### src/rtl/lane_slice_pkg.sv
// rtl/lane_slice_pkg.sv - slice-mode constants, slicer states and beat/byte mapping helpers
package lane_slice_pkg;

    localparam logic MODE_CONTIG = 1'b0;
    localparam logic MODE_ILV    = 1'b1;

    typedef enum logic [0:0] {
        S_IDLE  = 1'b0,
        S_SLICE = 1'b1
    } slicer_state_t;

    function automatic int beats_of(input int in_w, input int link_w);
        return in_w / link_w;
    endfunction

    // Interleaved mode: byte j of beat k carries input byte j*beats+k.
    function automatic int ilv_byte_index(input int beat, input int lane_byte, input int beats);
        return lane_byte * beats + beat;
    endfunction

endpackage

### src/rtl/lane_slice_buffer_if.sv
// rtl/lane_slice_buffer_if.sv - word input, word output, fill status and beat tap bundle
interface lane_slice_buffer_if #(
    parameter int IN_W   = 64,
    parameter int LINK_W = 32,
    parameter int DEPTH  = 8
);
    localparam int FW = $clog2(DEPTH) + 1;

    logic [IN_W-1:0]   in_data;
    logic              in_mode;
    logic              in_valid;
    logic              in_ready;
    logic [IN_W-1:0]   out_data;
    logic              out_valid;
    logic              out_ready;
    logic [FW-1:0]     fill_level;
    logic [LINK_W-1:0] tap_beat;
    logic              tap_en;

    modport master (
        output in_data, in_mode, in_valid, out_ready,
        input  in_ready, out_data, out_valid, fill_level, tap_beat, tap_en
    );

    modport slave (
        input  in_data, in_mode, in_valid, out_ready,
        output in_ready, out_data, out_valid, fill_level, tap_beat, tap_en
    );

endinterface

### src/rtl/lane_slice_ram.sv
// rtl/lane_slice_ram.sv - DEPTH x W beat store, synchronous write, combinational read
module lane_slice_ram #(
    parameter int W     = 33,
    parameter int DEPTH = 8,
    localparam int AW   = $clog2(DEPTH)
) (
    input  logic          clk,
    input  logic          rst,
    input  logic          wr_en,
    input  logic [AW-1:0] wr_addr,
    input  logic [W-1:0]  wr_data,
    input  logic [AW-1:0] rd_addr,
    output logic [W-1:0]  rd_data
);

    logic [W-1:0] mem [DEPTH];

    always_ff @(posedge clk) begin
        if (rst) begin
            for (int i = 0; i < DEPTH; i++) mem[i] <= '0;
        end else if (wr_en) begin
            mem[wr_addr] <= wr_data;
        end
    end

    assign rd_data = mem[rd_addr];

endmodule

### src/rtl/lane_slice_buffer.sv
// rtl/lane_slice_buffer.sv - slices words into link beats, buffers them, reassembles on output
module lane_slice_buffer
    import lane_slice_pkg::*;
#(
    parameter int IN_W   = 64,
    parameter int LINK_W = 32,
    parameter int DEPTH  = 8
) (
    input logic               clk,
    input logic               rst,
    lane_slice_buffer_if.slave bus
);

    localparam int BEATS = beats_of(IN_W, LINK_W);
    localparam int BPB   = LINK_W / 8;
    localparam int AW    = $clog2(DEPTH);
    localparam int CW    = AW + 1;
    localparam int KW    = (BEATS > 1) ? $clog2(BEATS) : 1;
    localparam logic [KW-1:0] K_LAST  = KW'(BEATS - 1);
    localparam logic [CW-1:0] C_BEATS = CW'(BEATS);
    localparam logic [CW-1:0] C_DEPTH = CW'(DEPTH);

    slicer_state_t     state;
    logic [KW-1:0]     wk;
    logic [LINK_W-1:0] slice_in [BEATS];
    logic [LINK_W-1:0] beats_q  [BEATS];
    logic              mode_q;
    logic [CW-1:0]     credits;
    logic [CW-1:0]     credits_nxt;
    logic              credit_ok;
    logic              accept;

    logic [AW-1:0]     wr_ptr;
    logic [AW-1:0]     rd_ptr;
    logic [CW-1:0]     fill;
    logic [LINK_W:0]   rd_entry;

    logic [KW-1:0]     rk;
    logic              rd_last;
    logic              rd_en;
    logic              pend;
    logic              out_busy;
    logic              out_free;
    logic [LINK_W-1:0] asm_q [BEATS];
    logic              asm_mode;
    logic [IN_W-1:0]   word_out;

    assign accept      = bus.in_valid && bus.in_ready;
    assign credits_nxt = credits + CW'(rd_en) - (accept ? C_BEATS : '0);
    assign credit_ok   = (credits_nxt >= C_BEATS);

    always_comb begin
        for (int b = 0; b < BEATS; b++) begin
            slice_in[b] = '0;
            for (int j = 0; j < BPB; j++) begin
                if (bus.in_mode == MODE_ILV)
                    slice_in[b][j*8 +: 8] = bus.in_data[ilv_byte_index(b, j, BEATS)*8 +: 8];
                else
                    slice_in[b][j*8 +: 8] = bus.in_data[(b*BPB + j)*8 +: 8];
            end
        end
    end

    // The whole word is sliced at accept time; tap_beat walks the latched beats.
    always_ff @(posedge clk) begin
        if (rst) begin
            state        <= S_IDLE;
            wk           <= '0;
            mode_q       <= MODE_CONTIG;
            bus.in_ready <= 1'b0;
            bus.tap_en   <= 1'b0;
            bus.tap_beat <= '0;
            for (int b = 0; b < BEATS; b++) beats_q[b] <= '0;
        end else if (accept) begin
            state        <= S_SLICE;
            wk           <= '0;
            mode_q       <= bus.in_mode;
            for (int b = 0; b < BEATS; b++) beats_q[b] <= slice_in[b];
            bus.tap_en   <= 1'b1;
            bus.tap_beat <= slice_in[0];
            bus.in_ready <= credit_ok && (K_LAST == '0);
        end else if (state == S_SLICE && wk != K_LAST) begin
            wk           <= wk + KW'(1);
            bus.tap_beat <= beats_q[wk + KW'(1)];
            bus.in_ready <= credit_ok && ((wk + KW'(1)) == K_LAST);
        end else begin
            state        <= S_IDLE;
            wk           <= '0;
            bus.tap_en   <= 1'b0;
            bus.tap_beat <= '0;
            bus.in_ready <= credit_ok;
        end
    end

    always_ff @(posedge clk) begin
        if (rst) begin
            credits <= C_DEPTH;
            fill    <= '0;
            wr_ptr  <= '0;
            rd_ptr  <= '0;
        end else begin
            credits <= credits_nxt;
            fill    <= fill + CW'(bus.tap_en) - CW'(rd_en);
            if (bus.tap_en) wr_ptr <= wr_ptr + AW'(1);
            if (rd_en)      rd_ptr <= rd_ptr + AW'(1);
        end
    end

    assign bus.fill_level = fill;

    lane_slice_ram #(
        .W     (LINK_W + 1),
        .DEPTH (DEPTH)
    ) u_ram (
        .clk     (clk),
        .rst     (rst),
        .wr_en   (bus.tap_en),
        .wr_addr (wr_ptr),
        .wr_data ({mode_q, bus.tap_beat}),
        .rd_addr (rd_ptr),
        .rd_data (rd_entry)
    );

    // A new word is not started while the output is held, so back-pressure
    // leaves whole words in the buffer; the last beat needs a free output slot.
    assign rd_last  = (rk == K_LAST);
    assign out_busy = (bus.out_valid || pend) && !bus.out_ready;
    assign out_free = !pend && (!bus.out_valid || bus.out_ready);
    assign rd_en    = (fill != '0) && (rd_last ? out_free : ((rk != '0) || !out_busy));

    always_comb begin
        word_out = '0;
        for (int b = 0; b < BEATS; b++) begin
            for (int j = 0; j < BPB; j++) begin
                if (asm_mode == MODE_ILV)
                    word_out[ilv_byte_index(b, j, BEATS)*8 +: 8] = asm_q[b][j*8 +: 8];
                else
                    word_out[(b*BPB + j)*8 +: 8] = asm_q[b][j*8 +: 8];
            end
        end
    end

    always_ff @(posedge clk) begin
        if (rst) begin
            rk            <= '0;
            pend          <= 1'b0;
            asm_mode      <= MODE_CONTIG;
            bus.out_valid <= 1'b0;
            bus.out_data  <= '0;
            for (int b = 0; b < BEATS; b++) asm_q[b] <= '0;
        end else begin
            if (rd_en) begin
                asm_q[rk] <= rd_entry[LINK_W-1:0];
                asm_mode  <= rd_entry[LINK_W];
                rk        <= rd_last ? '0 : rk + KW'(1);
            end
            pend <= rd_en && rd_last;
            if (pend) begin
                bus.out_data  <= word_out;
                bus.out_valid <= 1'b1;
            end else if (bus.out_valid && bus.out_ready) begin
                bus.out_valid <= 1'b0;
            end
        end
    end

endmodule

### src/flat_wrapper.sv
// flat-port wrapper written by rule: the top's interface ports become plain ports
module lane_slice_buffer_flat import lane_slice_pkg::*;
#(
    parameter int IN_W   = 64,
    parameter int LINK_W = 32,
    parameter int DEPTH  = 8
)
  (clk, rst, bus_in_data, bus_in_mode, bus_in_valid, bus_out_ready, bus_in_ready, bus_out_data, bus_out_valid, bus_fill_level, bus_tap_beat, bus_tap_en);
  lane_slice_buffer_if #(.IN_W(IN_W), .LINK_W(LINK_W), .DEPTH(DEPTH)) bus_i ();
  input logic clk;
  input logic rst;
  input wire logic [$bits(bus_i.in_data)-1:0] bus_in_data;
  input wire logic [$bits(bus_i.in_mode)-1:0] bus_in_mode;
  input wire logic [$bits(bus_i.in_valid)-1:0] bus_in_valid;
  input wire logic [$bits(bus_i.out_ready)-1:0] bus_out_ready;
  output wire logic [$bits(bus_i.in_ready)-1:0] bus_in_ready;
  output wire logic [$bits(bus_i.out_data)-1:0] bus_out_data;
  output wire logic [$bits(bus_i.out_valid)-1:0] bus_out_valid;
  output wire logic [$bits(bus_i.fill_level)-1:0] bus_fill_level;
  output wire logic [$bits(bus_i.tap_beat)-1:0] bus_tap_beat;
  output wire logic [$bits(bus_i.tap_en)-1:0] bus_tap_en;
  assign bus_i.in_data = bus_in_data;
  assign bus_i.in_mode = bus_in_mode;
  assign bus_i.in_valid = bus_in_valid;
  assign bus_i.out_ready = bus_out_ready;
  assign bus_in_ready = bus_i.in_ready;
  assign bus_out_data = bus_i.out_data;
  assign bus_out_valid = bus_i.out_valid;
  assign bus_fill_level = bus_i.fill_level;
  assign bus_tap_beat = bus_i.tap_beat;
  assign bus_tap_en = bus_i.tap_en;
  lane_slice_buffer #(.IN_W(IN_W), .LINK_W(LINK_W), .DEPTH(DEPTH)) u_core (.clk(clk), .rst(rst), .bus(bus_i));
endmodule
### config.mk
export PLATFORM = sky130hd
export DESIGN_NAME = lane_slice_buffer_flat
export DESIGN_NICKNAME = d
export VERILOG_FILES = /design/src/rtl/lane_slice_pkg.sv /design/src/rtl/lane_slice_buffer_if.sv /design/src/rtl/lane_slice_ram.sv /design/src/rtl/lane_slice_buffer.sv /design/src/flat_wrapper.sv
export SDC_FILE = /design/constraint.sdc
export NUM_CORES = 1
export LEC_CHECK = 0
export ABC_AREA = 1
export CAP_MARGIN = 40
export CORE_MARGIN = 2
export CORE_UTILIZATION = 40
export DETAILED_ROUTE_END_ITERATION = 10
export SYNTH_ARGS = -nofsm -noshare
export SYNTH_HDL_FRONTEND = slang
export SYNTH_SLANG_ARGS = --single-unit
### constraint.sdc
create_clock -name clk -period 2.1 [get_ports clk]
set_input_delay 0.42 -clock clk [delete_from_list [all_inputs] [get_ports clk]]
set_output_delay 0.42 -clock clk [all_outputs]
set_load 0.01 [all_outputs]
; Word-level counts from Yosys, hierarchy flattened
; Memories as Yosys holds them, arrays and structs flattened. A register that Yosys moved wholly into a read port is not among the register bits.
; Index checks and enable logic that the tools add are counted.
[classes]
eq_ne = 1
bitwise = 4
reduce_logical = 21
muxes = 43
order_cmp = 1
n_addsub = 8
[op_table]
columns = op, n
row1 = $mux W32, 5
row2 = $mux W8, 12
row3 = $mux W33, 1
row4 = $reduce_or A33 Y1, 1
row5 = $reduce_or A32 Y1, 1
row6 = $mux W1, 21
row7 = $mux W3, 3
row8 = $add A4 B1 Y4, 2
row9 = $logic_and A1 B1 Y1, 8
row10 = $add A3 B1 Y3 const B, 2
row11 = $ge A4 B2 Y1 const B, 1
row12 = $logic_not A1 Y1, 4
row13 = $reduce_bool A4 Y1, 1
row14 = $sub A4 B1 Y4, 1
row15 = $sub A4 B4 Y4, 1
row16 = $logic_or A1 B1 Y1, 3
row17 = $reduce_or A3 Y1, 1
row18 = $add A1 B1 Y1 const B, 2
row19 = $mux W2, 1
row20 = $ne A2 B1 Y1 const B, 1
row21 = $not A1 Y1, 2
row22 = $or A1 B1 Y1, 2
row23 = $reduce_bool A2 Y1, 1
row24 = $reduce_or A2 Y1, 1
[word_totals]
mem_bits_rw = 392
reg_bits = 118
input_bits = 69
output_inout_bits = 103
word_cells = 95
memories = 3
[mem_list]
columns = name, words, width, read_ports, rd_ports_with_merged_regs, write_ports, line_no
row1 = u_core.u_ram.mem, 8, 33, 1, 1, 8, lane_slice_ram.sv:16  ; logic [W-1:0] mem [DEPTH];
row2 = u_core.asm_q, 2, 32, 2, 0, 2, lane_slice_buffer.sv:44  ; logic [LINK_W-1:0] asm_q [BEATS];
row3 = u_core.beats_q, 2, 32, 1, 0, 2, lane_slice_buffer.sv:26  ; logic [LINK_W-1:0] beats_q [BEATS];

; Logic depth before layout (Yosys ltp)
[depth]
depth_word = 11
depth_mapped = 15
mapped_depth_nobuf = 14

; Hierarchy
; From an unflattened synthesis, not the netlist that was laid out.
[hier_totals]
cells_unflattened = 2550
area_unflattened_um2 = 22067.4
[modules_own_cells]
columns = mod, cells_each, area_each_um2, n_inst
row1 = lane_slice_ram, 1491, 13013.7, 1
row2 = lane_slice_buffer, 1059, 9053.7, 1

; Worst setup path before layout
; Ideal clock, no wire load.
[synth_timing]
kind = register to register
start = register u_core.fill[2], in the netlist u_core.bus.fill_level[2]
end = memory u_core.asm_q[0][0] (enable)
slack_ns = -0.172
stages_incl_launch_ff = 9
t_arrival_ns = 1.882
path_buffers = 1
setup_time_ns = 0.389
t_required_ns = 1.711
path_cell_list = dfxtp_1 -> inv_1 -> ha_1 -> nand2_1 -> nor2_1 -> a21oi_2 -> nand3_1 -> buf_2 -> nand2_1
[synth_rtl]
columns = item, line_no
row1 = start: declaration, lane_slice_buffer.sv:35  ; logic [CW-1:0] fill;
row2 = start signal: assignment, lane_slice_buffer.sv:103  ; fill <= fill + CW'(bus.tap_en) - CW'(rd_en);
row3 = end: declaration, lane_slice_buffer.sv:44

; Worst setup path after layout
[layout_timing]
start = register u_core.bus.tap_beat[15]
end = output port bus_tap_beat[15]
[layout_rtl]
columns = item, line_no
row1 = start: declaration, lane_slice_buffer_if.sv:27  ; output in_ready, out_data, out_valid, fill_level, tap_beat, tap_en
row2 = start signal: assignment, lane_slice_buffer.sv:80  ; bus.tap_beat <= slice_in[0];
row3 = start signal: assignment, lane_slice_buffer.sv:84  ; bus.tap_beat <= beats_q[wk + KW'(1)];
row4 = end: declaration, flat_wrapper.sv:20  ; output wire logic [$bits(bus_i.tap_beat)-1:0] bus_tap_beat;
; No word-level cell between the ends.

==> summary.txt <==
Crit Path Class = reg -> out
Fin cells = 2,998
VDD IR-drop max = 560 µV
Router iterations before antenna repair = 5
Average wire per standard cell = 18.1 µm
Pint = 20.1 mW
CTS Buffer Depth = 3
YS warnings = 0
Overflow after GRT = 0
Worst Hold Endpoint = u_core.bus.tap_beat[5]$_SDFF_PP0_
Static Leak = 9.77 nW
First-pass GRT wire length = 84,800 µm
Pwr dens = 1200 nW/µm²
Synth area leader = edfxtp_1
Comb pwr share = 28.6%
Clock share of power = 30.2%
CP Capture Type = output port
Top cell family by delay on the critical path = buffers and inverters
Post-layout minimum cycle time = 1.99 ns
Placed inst area = 23,300 µm²
Via density = 5.08
1st-iter DRT viols = 1,473
Gate Count Post-Synth = 2,124
Synth Register Bits = 481
Routability cong. = 0.851
CP peak stage delay = 0.63 ns
Cts bufs inserted = 51
Worst-margin pin slew = 0.521 ns
Core area = 50,300 µm²
CTS tree = done
Port bufs = 171
Die area = 52,900 µm²
Hold Path Cell Cnt = 3
Critical-path cell list = clkdlybuf4s50_1
Routed via count = 15,200
Worst rel slew slack = 65.2%
Vias in the first global route = 14,800
Hold Path Class = in -> reg
Max-cap viol count = 0
Synthesized Nets = 2,205
Post-synth top area share = 52.9%
Overall die width = 230 µm
Crit path required time = 1.68 ns
Drt drc = 0
Ant diodes = 0
Worst-path clk slew = 0.06 ns
Origin of the critical flop-to-flop path = u_core.bus.fill_level[2]$_SDFF_PP0_
Htree depth = 2
Post-synthesis cell type count = 25
Setup violations, final = 0
Clk_skew = 0.0102 ns
Mapped Avg Cell Area = 9.63 µm²
Multi-input logic area = 5940 µm²
Layout cell share with drive strength beyond 1 = 7.57%
Register area = 13,200 µm²
Clk sink count = 481
Final wirelength = 54,300 µm
Top post-synthesis cells by area = edfxtp_1, dfxtp_1, nor2_1, nand2_1, o21ai_0
HP Start = bus_in_data[5]
Cell area after layout = 25,000 µm²
Fin crit share = 94.8%
Boundary pin count = 172
Initial antenna violation count = 0
HPWL Detailed = 35,500 µm
Initial Util = 40.7%
Hold_buf cts = 0
All-Layer GR Usage = 20.6%
Root buffer cell = clkbuf_16
Status = completed
CP Buf/Inv Count = 1
CP max stage cell = clkdlybuf4s50_1
Number of fill cells = 4,618
Worst-Skew Late Latency = 0.58 ns
Die Span Y = 230 µm
Reg power frac = 41.3%
RR Endpoint = u_core.bus.fill_level[3]$_SDFF_PP0_
Fin. max-slew vios = 0
Sequential share of the synthesized area = 64.7%
Cell area after synthesis = 20,400 µm²
Placed insts = 2,902
Largest net degree at the start of global routing = 113
Post-route ant nets = 0
Sw Pwr = 9.85 mW
Fin. Hold Viols = 0
Syn-to-layout area delta = 22.2%
TNS Setup = 0 ns
Register-to-Register Path Depth = 14
CP max FO = 2
RSZ-0062 raised after global routing = no
Switching Share = 32.9%
Rows = 82
Achievable frequency = 503 MHz
CP Launch Type = register
WP data arrival = 1.57 ns
Net count, final = 2,365
R2R setup slack = 0.11 ns
-- cells in the mapped netlist --
cell      number
buf_1          4
xor2_1         1
inv_2          3
a21oi_1        8
xnor2_1        3
clkinv_1       1
nand2_1      358
dfxtp_1      121
buf_6          7
ha_1          11
clkbuf_1      50
nand3_4        1
edfxtp_1     360
o211ai_1     112
buf_2         70
buf_4          3
fa_1           1
o21ai_0      189
a211oi_1       1
nand3_1       57
a21oi_2        1
inv_1        177
o22ai_1        1
o21ai_1        2
nor2_1       582
-- worst max path at each step --
stage / slack (ns) / cells after the start / end / startpoint
global route: 0.002 / 14 / u_core.bus.fill_level[3]$_SDFF_PP0_ / u_core.bus.fill_level[2]$_SDFF_PP0_
finish: 0.11 / 1 / bus_tap_beat[15] / u_core.bus.tap_beat[15]$_SDFF_PP0_
detailed placement: -0.37 / 12 / u_core.bus.fill_level[2]$_SDFF_PP0_ / bus_out_ready
CTS: 0.005 / 2 / bus_tap_en / u_core.bus.tap_en$_SDFFE_PP0P_
global placement: -0.34 / 12 / u_core.bus.fill_level[2]$_SDFF_PP0_ / bus_out_ready
floorplan: -0.15 / 7 / u_core.u_ram.mem[4][0]$_SDFFCE_PN0P_ / u_core.bus.tap_en$_SDFFE_PP0P_
-- area by class of cell --
cell class              count  area share, %
inverters                 181           2.72
repair buffers            241           10.4
clock buffers              66           5.66
well taps                 672           3.36
clock inverters            29           1.08
multi-input cells        1328           23.8
flip-flops and latches    481           53.0
-- metal layers --
metal	vias to the layer above	global-route usage [%]	wire length, µm
met5	-	0	0
met4	0	6.75	1270
met3	80	3.84	3900
met2	552	33.1	25400
met1	7297	28.1	23800
li1	7315	-	-
-- through the flow --
step | power (mW) | utilization (%) | worst slack (ns) | hold WS, ns
4_1_cts | 30.1 | 49.6 | 0.00549 | 0.367
2_1_floorplan | 17.4 | - | -0.148 | 0.412
6_report | 30.0 | 49.7 | 0.110 | 0.399
5_1_grt | 31.5 | 49.7 | 0.00173 | 0.388
3_3_place_gp | 20.9 | 46.3 | -0.338 | 0.418
3_5_place_dp | 21.0 | 46.3 | -0.374 | 0.417
-- layout by cell type (no fill, tap or decap), types with 15 or more instances in the layout --
master	synthesis	layout
buf_12	0	29
buf_4	3	41
clkbuf_16	0	53
clkdlybuf4s50_1	0	170
clkinv_2	0	15
dfxtp_1	121	115
edfxtp_1	360	360
inv_1	177	173
nand2_1	358	351
nand3_1	57	57
nor2_1	582	581
o211ai_1	112	112
o21ai_0	189	189
-- power by group through the flow --
stage                     combinational, mW  sequential [mW]  clock (mW)
after floorplan                        4.87             12.5           0
after global placement                 8.34             12.5           0
after detailed placement               8.46             12.6           0
after CTS                              8.50             12.4        9.20
after global routing                   9.46             12.5        9.57
final                                  8.56             12.4        9.04
-- registers in the layout, indices dropped and copies added (netlist names), 3 cells and up, named ones only --
register / cells
u_core.bus.tap_beat: 32
u_core.credits: 4
u_core.wr_ptr: 3
u_core.beats_q: 32
u_core.u_ram.mem: 264
u_core.rd_ptr: 3
u_core.bus.out_data: 64
u_core.asm_q: 64
u_core.bus.fill_level: 4
-- timing repair --
action                                  in CTS  in global routing
endpoints found under the setup margin       0                  6
gates resized for setup                      0                 12
endpoints found under the hold margin        0                  0
setup buffers                                0                  1
-- logic make-up after synthesis --
group                      synth area share, %
DFF                                       64.7
AOI/OAI and AO/OA                         9.09
buffers and inverters                     6.52
and+or+nand+nor                           18.7
adders and majority gates                0.771
xor gates and xnor gates                 0.171
(Power assumes the default switching activity.)
